**src/rtl/ste_avg_pkg.sv**
```systemverilog
// Shared types and default parameters for the multimeter averaging front end.
package ste_avg_pkg;

  typedef enum logic [1:0] {IDLE, CLEAR, SETTLE, RUN} avg_ctrl_state_t;

  localparam int SETTLE_N_DEF    = 4;
  localparam int OUT_DIV_DEF     = 8;
  localparam int TIMEOUT_CYC_DEF = 1000000;

  // Bits needed to hold values 0..n-1, never less than one bit.
  function automatic int cnt_w(input int n);
    return (n <= 2) ? 1 : $clog2(n);
  endfunction

endpackage

```
**src/rtl/ste_timeout_cnt.sv**
```systemverilog
// Restartable saturating cycle counter with a sticky terminal flag.
// clr_i wipes count and flag; restart_i wipes only the count.
module ste_timeout_cnt
  import ste_avg_pkg::*;
#(
  parameter int LIMIT = TIMEOUT_CYC_DEF
) (
  input  logic clk,
  input  logic rst,
  input  logic clr_i,
  input  logic run_i,
  input  logic restart_i,
  output logic flag_o
);

  localparam int CW = cnt_w(LIMIT);
  localparam logic [CW-1:0] TERM = CW'(LIMIT - 1);

  logic [CW-1:0] cnt_q, cnt_d;
  logic          flag_q, flag_d;

  always_comb begin
    cnt_d  = cnt_q;
    flag_d = flag_q;
    if (clr_i) begin
      cnt_d  = '0;
      flag_d = 1'b0;
    end else if (restart_i) begin
      cnt_d = '0;
    end else if (run_i) begin
      // Holding at the terminal value for one more cycle is what raises the flag.
      if (cnt_q == TERM) flag_d = 1'b1;
      else               cnt_d  = cnt_q + CW'(1);
    end
  end

  always_ff @(posedge clk or posedge rst) begin
    if (rst) begin
      cnt_q  <= '0;
      flag_q <= 1'b0;
    end else begin
      cnt_q  <= cnt_d;
      flag_q <= flag_d;
    end
  end

  assign flag_o = flag_q;

endmodule

```
**src/rtl/ste_avg_ctrl.sv**
```systemverilog
// Sequencer between the ADC sample stream and the averaging filter:
// clear, settle-discard, forward, decimate to display rate, hold, timeout.
module ste_avg_ctrl
  import ste_avg_pkg::*;
#(
  parameter int DATA_W      = 16,
  parameter int SETTLE_N    = SETTLE_N_DEF,
  parameter int OUT_DIV     = OUT_DIV_DEF,
  parameter int TIMEOUT_CYC = TIMEOUT_CYC_DEF
) (
  input  logic              clk,
  input  logic              rst,
  input  logic              enable_i,
  input  logic              cfg_change_i,
  input  logic              hold_i,
  input  logic [DATA_W-1:0] smp_i,
  input  logic              smp_update_i,
  output logic [DATA_W-1:0] avg_din_o,
  output logic              avg_din_update_o,
  output logic              avg_clr_o,
  input  logic [DATA_W-1:0] avg_dout_i,
  input  logic              avg_dout_update_i,
  output logic [DATA_W-1:0] res_o,
  output logic              res_update_o,
  output logic              busy_o,
  output logic              timeout_o
);

  localparam int SW = cnt_w(SETTLE_N + 1);
  localparam int DW = cnt_w(OUT_DIV);

  avg_ctrl_state_t state_q, state_d;

  logic [SW-1:0]     settle_q, settle_d;
  logic [DW-1:0]     dec_q, dec_d;
  logic [DATA_W-1:0] din_q, din_d, res_q, res_d;
  logic              din_upd_q, din_upd_d;
  logic              res_upd_q, res_upd_d;
  logic              clr_q, clr_d;
  logic              busy_q, busy_d;
  logic              smp_ev;
  logic              tmo_clr, tmo_run, tmo_flag;

  // A sample only counts if neither disable nor reconfiguration preempts it.
  assign smp_ev = smp_update_i && enable_i && !cfg_change_i;

  always_ff @(posedge clk or posedge rst) begin
    if (rst) state_q <= IDLE;
    else     state_q <= state_d;
  end

  always_comb begin
    state_d = state_q;
    if (!enable_i) begin
      state_d = IDLE;
    end else if (state_q == IDLE || cfg_change_i) begin
      state_d = CLEAR;
    end else begin
      case (state_q)
        CLEAR:   state_d = (SETTLE_N > 0) ? SETTLE : RUN;
        SETTLE:  if (smp_ev && settle_q == SW'(1)) state_d = RUN;
        default: state_d = state_q;
      endcase
    end
  end

  always_comb begin
    settle_d  = settle_q;
    dec_d     = dec_q;
    din_d     = din_q;
    res_d     = res_q;
    din_upd_d = 1'b0;
    res_upd_d = 1'b0;
    clr_d     = (state_d == CLEAR);
    busy_d    = (state_d == CLEAR) || (state_d == SETTLE);
    if (state_d == CLEAR) begin
      settle_d = SW'(SETTLE_N);
      dec_d    = '0;
    end else if (state_q == SETTLE && smp_ev) begin
      settle_d = settle_q - SW'(1);
    end else if (state_q == RUN && state_d == RUN) begin
      if (smp_update_i) begin
        din_d     = smp_i;
        din_upd_d = 1'b1;
      end
      if (avg_dout_update_i) begin
        // Decimation keeps counting while held so display cadence is unchanged.
        if (dec_q == DW'(OUT_DIV - 1)) begin
          dec_d = '0;
          if (!hold_i) begin
            res_d     = avg_dout_i;
            res_upd_d = 1'b1;
          end
        end else begin
          dec_d = dec_q + DW'(1);
        end
      end
    end
  end

  always_ff @(posedge clk or posedge rst) begin
    if (rst) begin
      settle_q  <= '0;
      dec_q     <= '0;
      din_q     <= '0;
      res_q     <= '0;
      din_upd_q <= 1'b0;
      res_upd_q <= 1'b0;
      clr_q     <= 1'b0;
      busy_q    <= 1'b0;
    end else begin
      settle_q  <= settle_d;
      dec_q     <= dec_d;
      din_q     <= din_d;
      res_q     <= res_d;
      din_upd_q <= din_upd_d;
      res_upd_q <= res_upd_d;
      clr_q     <= clr_d;
      busy_q    <= busy_d;
    end
  end

  assign tmo_clr = (state_d == IDLE) || (state_d == CLEAR);
  assign tmo_run = (state_q != IDLE);

  ste_timeout_cnt #(
    .LIMIT(TIMEOUT_CYC)
  ) u_timeout (
    .clk      (clk),
    .rst      (rst),
    .clr_i    (tmo_clr),
    .run_i    (tmo_run),
    .restart_i(smp_update_i),
    .flag_o   (tmo_flag)
  );

  assign avg_din_o        = din_q;
  assign avg_din_update_o = din_upd_q;
  assign avg_clr_o        = clr_q;
  assign res_o            = res_q;
  assign res_update_o     = res_upd_q;
  assign busy_o           = busy_q;
  assign timeout_o        = tmo_flag;

endmodule

```
**config.mk**
```make
export PLATFORM = sky130hd
export DESIGN_NAME = ste_avg_ctrl
export DESIGN_NICKNAME = d
export VERILOG_FILES = /design/src/rtl/ste_avg_pkg.sv /design/src/rtl/ste_timeout_cnt.sv /design/src/rtl/ste_avg_ctrl.sv
export SDC_FILE = /design/constraint.sdc
export NUM_CORES = 1
export LEC_CHECK = 0
export ABC_AREA = 1
export CAP_MARGIN = 20
export CORE_ASPECT_RATIO = 2
export CORE_UTILIZATION = 38
export CTS_CLUSTER_DIAMETER = 60
export DETAILED_ROUTE_END_ITERATION = 16
export GPL_ROUTABILITY_DRIVEN = 1
export MAX_ROUTING_LAYER = met4
export PLACE_DENSITY = 0.6
export SETUP_SLACK_MARGIN = 0.02
export SLEW_MARGIN = 20
export SYNTH_ARGS = -nofsm -noshare
export SYNTH_HDL_FRONTEND = slang
export SYNTH_HIERARCHICAL = 1
export SYNTH_SLANG_ARGS = --single-unit
export TNS_END_PERCENT = 100
```
**constraint.sdc**
```tcl
create_clock -name clk -period 3.1 [get_ports clk]
set_input_delay 0.93 -clock clk [delete_from_list [all_inputs] [get_ports clk]]
set_output_delay 0.93 -clock clk [all_outputs]
set_load 0.02 [all_outputs]
```
==> summary.md <==
| Metric | Value |
|---|---|
| Status | complete, no violations |
| Pre-antenna DRT Iters | 4 |
| CP required | 3310 ps |
| Post-synthesis adder-cell area fraction | 4.02% |
| Vias per cell | 4.79 |
| Final Hold Viols | 0 |
| Die Ht | 136 µm |
| Count of pins over their slew limit | 0 |
| Worst path max stage delay | 480 ps |
| Post-route ant nets | 0 |
| Crit path DAT | 2970 ps |
| Tot GR Track Use | 20.1% |
| Main combinational cell family by area after synthesis | simple AND/OR/NAND/NOR gates |
| Fmax | 0.363 GHz |
| Post-CTS Setup Repair Bufs | 0 |
| Synth Area in Compound Gates | 4.27% |
| Mean post-synth cell area | 7.66 µm² |
| Layout area overhead | 36.7% |
| Post-synthesis xor/xnor area fraction | 0% |
| Clk buf depth | 2 |
| Min cycle time layout | 2760 ps |
| Share of layout cells above drive strength 1 | 10.5% |
| Min-delay worst type | reg2reg |
| CP startpoint kind | input pin |
| Worst-path maximum fanout | 9 |
| Final RePlAce weighted congestion | 0.867 |
| DRT iter0 DRCs | 190 |
| Vias post-DR | 3085 |
| Initial Util | 39.3% |
| Clk pin slew, worst setup/hold paths | 50 ps |
| Clock Sinks | 65 |
| CTS Buf Count | 9 |
| TritonCTS clock tree | done |
| Total Nets Final | 589 |
| Core area | 0.00871 mm² |
| Initial antenna violation count | 0 |
| Worst slew margin | 66.2% |
| Resize count post-CTS | 0 |
| Worst Max-Slew Pin Slew | 503 ps |
| Kind of critical path | in2reg |
| CTS Root Buffer Type | clkbuf_16 |
| WL/cell | 13.1 µm |
| First-pass GRT wire length | 14.2 mm |
| Leak | 2.28 nW |
| Setup slack, reg-to-reg | 790 ps |
| Layout fillers | 818 |
| Sequential area share after synthesis | 47.5% |
| Skew-Pair Late Insertion Delay | 330 ps |
| Worst path bufs/invs | 3 |
| Pin count of the biggest net entering global routing | 32 |
| Synth warn | 6 |
| Pwr/cell area | 460 mW/mm² |
| Worst vdd ir | 0.342 mV |
| Diodes inserted | 0 |
| Synth Area in Simple Gates | 35.0% |
| Remaining DRCs | 0 |
| Worst-path cell chain | clkdlybuf4s50_1, inv_1, nor4_1, ha_1, nand2_2, nor2_4, nand3b_4, buf_4, o21ai_0, nand2_1 |
| Mapped Nets | 497 |
| Slowest CP cell | clkdlybuf4s50_1 |
| Htree depth | 3 |
| Total congestion overflow | 0 |
| CTS Hold Bufs | 0 |
| Die Area | 0.00942 mm² |
| Worst Skew | 3.76 ps |
| Setup total negative slack | 0 ps |
| Post-DP HPWL | 6.53 mm |
| IO Port Bufs | 75 |
| Family with the most delay on the worst path | simple AND/OR/NAND/NOR gates |
| Vias in the first global route | 3100 |
| Mapped Cells | 447 |
| Setup Viol. Count Final | 0 |
| Final period util | 88.9% |
| Yosys reg bits | 65 |
| Post-synthesis mux area share | 0% |
| # IOs | 76 |
| Row cnt | 48 |
| Routed wire length | 8.43 mm |
| CP Capture Type | flop |
| Mapped cell area | 0.00343 mm² |
| Unrepaired setup endpoints after global routing | false |
| Unique masters post-synth | 30 |
| Die span in x | 69.1 µm |
| Tot Pwr | 2.16 mW |
| Max-cap violations | 0 |
-- state kept, by name, indices dropped and copies added, names as in the netlist --
| name | cells |
|---|---|
| avg_clr_o | 1 |
| res_update_o | 1 |
| u_timeout/cnt_q | 20 |
| dec_q | 3 |
| avg_din_o | 16 |
| settle_q | 3 |
| res_o | 16 |
| state_q | 2 |
| u_timeout/flag_o | 1 |
| avg_din_update_o | 1 |
| busy_o | 1 |
-- area by class of cell --
| class | count | area, µm² | area share, % |
|---|---|---|---|
| Clock buffer | 11 | 253 | 5.40 |
| Clock inverter | 5 | 77.6 | 1.66 |
| Inverter | 62 | 235 | 5.02 |
| Multi-Input combinational cell | 310 | 1480 | 31.7 |
| Sequential cell | 65 | 1630 | 34.7 |
| Tap cell | 100 | 125 | 2.67 |
| Timing Repair Buffer | 91 | 883 | 18.9 |
-- final timing paths --
path | start | to | cells after the start
hold / removal | avg_din_o[13]$_DFFE_PP0P_ | avg_din_o[13]$_DFFE_PP0P_ | 2
setup reg to reg | state_q[0]$_DFF_PP0_ | res_o[3]$_DFFE_PP0P_ | 10
setup / recovery | enable_i | res_o[3]$_DFFE_PP0P_ | 10
min in group asynchronous | rst | avg_din_o[2]$_DFFE_PP0P_ | 2
hold reg to reg | avg_din_o[13]$_DFFE_PP0P_ | avg_din_o[13]$_DFFE_PP0P_ | 2
max in group asynchronous | rst | res_o[8]$_DFFE_PP0P_ | 3
-- worst reg2reg max path: stages (launching register included) --
cell and delay, ps:
dfrtp_1 340, inv_1 80, ha_1 230, nor4_1 480, ha_1 250, nand2_2 90, nor2_4 140, nand3b_4 150
buf_4 200, o21ai_0 170, nand2_1 60
-- where the power goes --
part / switching, mW / leakage [nW] / internal (mW) / total [mW]
clock: 0.363 / 0.162 / 0.744 / 1.11
sequential: 0.00782 / 0.895 / 0.863 / 0.870
combinational: 0.0923 / 1.23 / 0.0860 / 0.178
-- through the flow --
stage	hold slack [ps]	cells	setup slack (ps)	util, %	instance area (µm²)
after floorplan	446	447	665	-	3430
after global placement	454	628	-25.5	50.0	4350
after detailed placement	458	628	-22.7	50.0	4350
after CTS	472	644	333	53.8	4680
after global routing	481	644	54.8	53.8	4680
final	471	644	343	53.8	4680
-- Yosys cell counts --
cell / instances / area [µm²]
buf_6: 5 / 56.3
nor2_4: 4 / 45.0
dfrtp_1: 65 / 1630
o31ai_1: 1 / 7.51
nand2_4: 2 / 22.5
nor4_1: 2 / 12.5
clkbuf_1: 2 / 7.51
nand3_2: 2 / 20.0
nor3_1: 3 / 15.0
buf_2: 1 / 5.00
buf_4: 1 / 7.51
nand3b_1: 1 / 7.51
inv_1: 59 / 221
clkbuf_2: 1 / 5.00
o21ai_0: 19 / 95.1
nand4_1: 5 / 31.3
inv_4: 1 / 6.26
a21oi_1: 6 / 30.0
o21bai_1: 1 / 7.51
nor2_1: 44 / 165
o22ai_1: 1 / 6.26
inv_2: 2 / 7.51
or2_2: 1 / 6.26
ha_1: 11 / 138
nand2_1: 155 / 582
nor3b_1: 1 / 7.51
nand3_1: 39 / 195
nand3b_4: 1 / 20.0
nand2_2: 4 / 25.0
nor2_2: 7 / 43.8
-- routing by layer --
layer,share of wire [%],track usage [%]
met2,55,36.5
met4,3.8,11.6
met5,0,-
met1,37,18.9
met3,3.9,5.11
-- layout by cell type (no fill, tap or decap), types with 2 or more instances in the layout --
cell type and instances:
ha_1 11, nor2_1 44, nand2_4 2, nand4_1 5, buf_4 15, o21ai_0 19, clkbuf_16 9, inv_2 3
clkbuf_8 2, nor2_4 4, nor3_1 3, inv_1 58, a21oi_1 6, nand3_2 2, nor4_1 2, bufinv_16 2
nor2_2 7, nand2_1 155, clkdlybuf4s50_1 75, nand3_1 39, dfrtp_1 65, nand2_2 4, clkinv_2 2
-- logic make-up after synthesis --
family,count (synthesis)
compound gates,28
fa+ha+maj,11
buf+inv,72
flops,65
simple gates,271
Note: power is estimated with default switching activity, not from simulation.
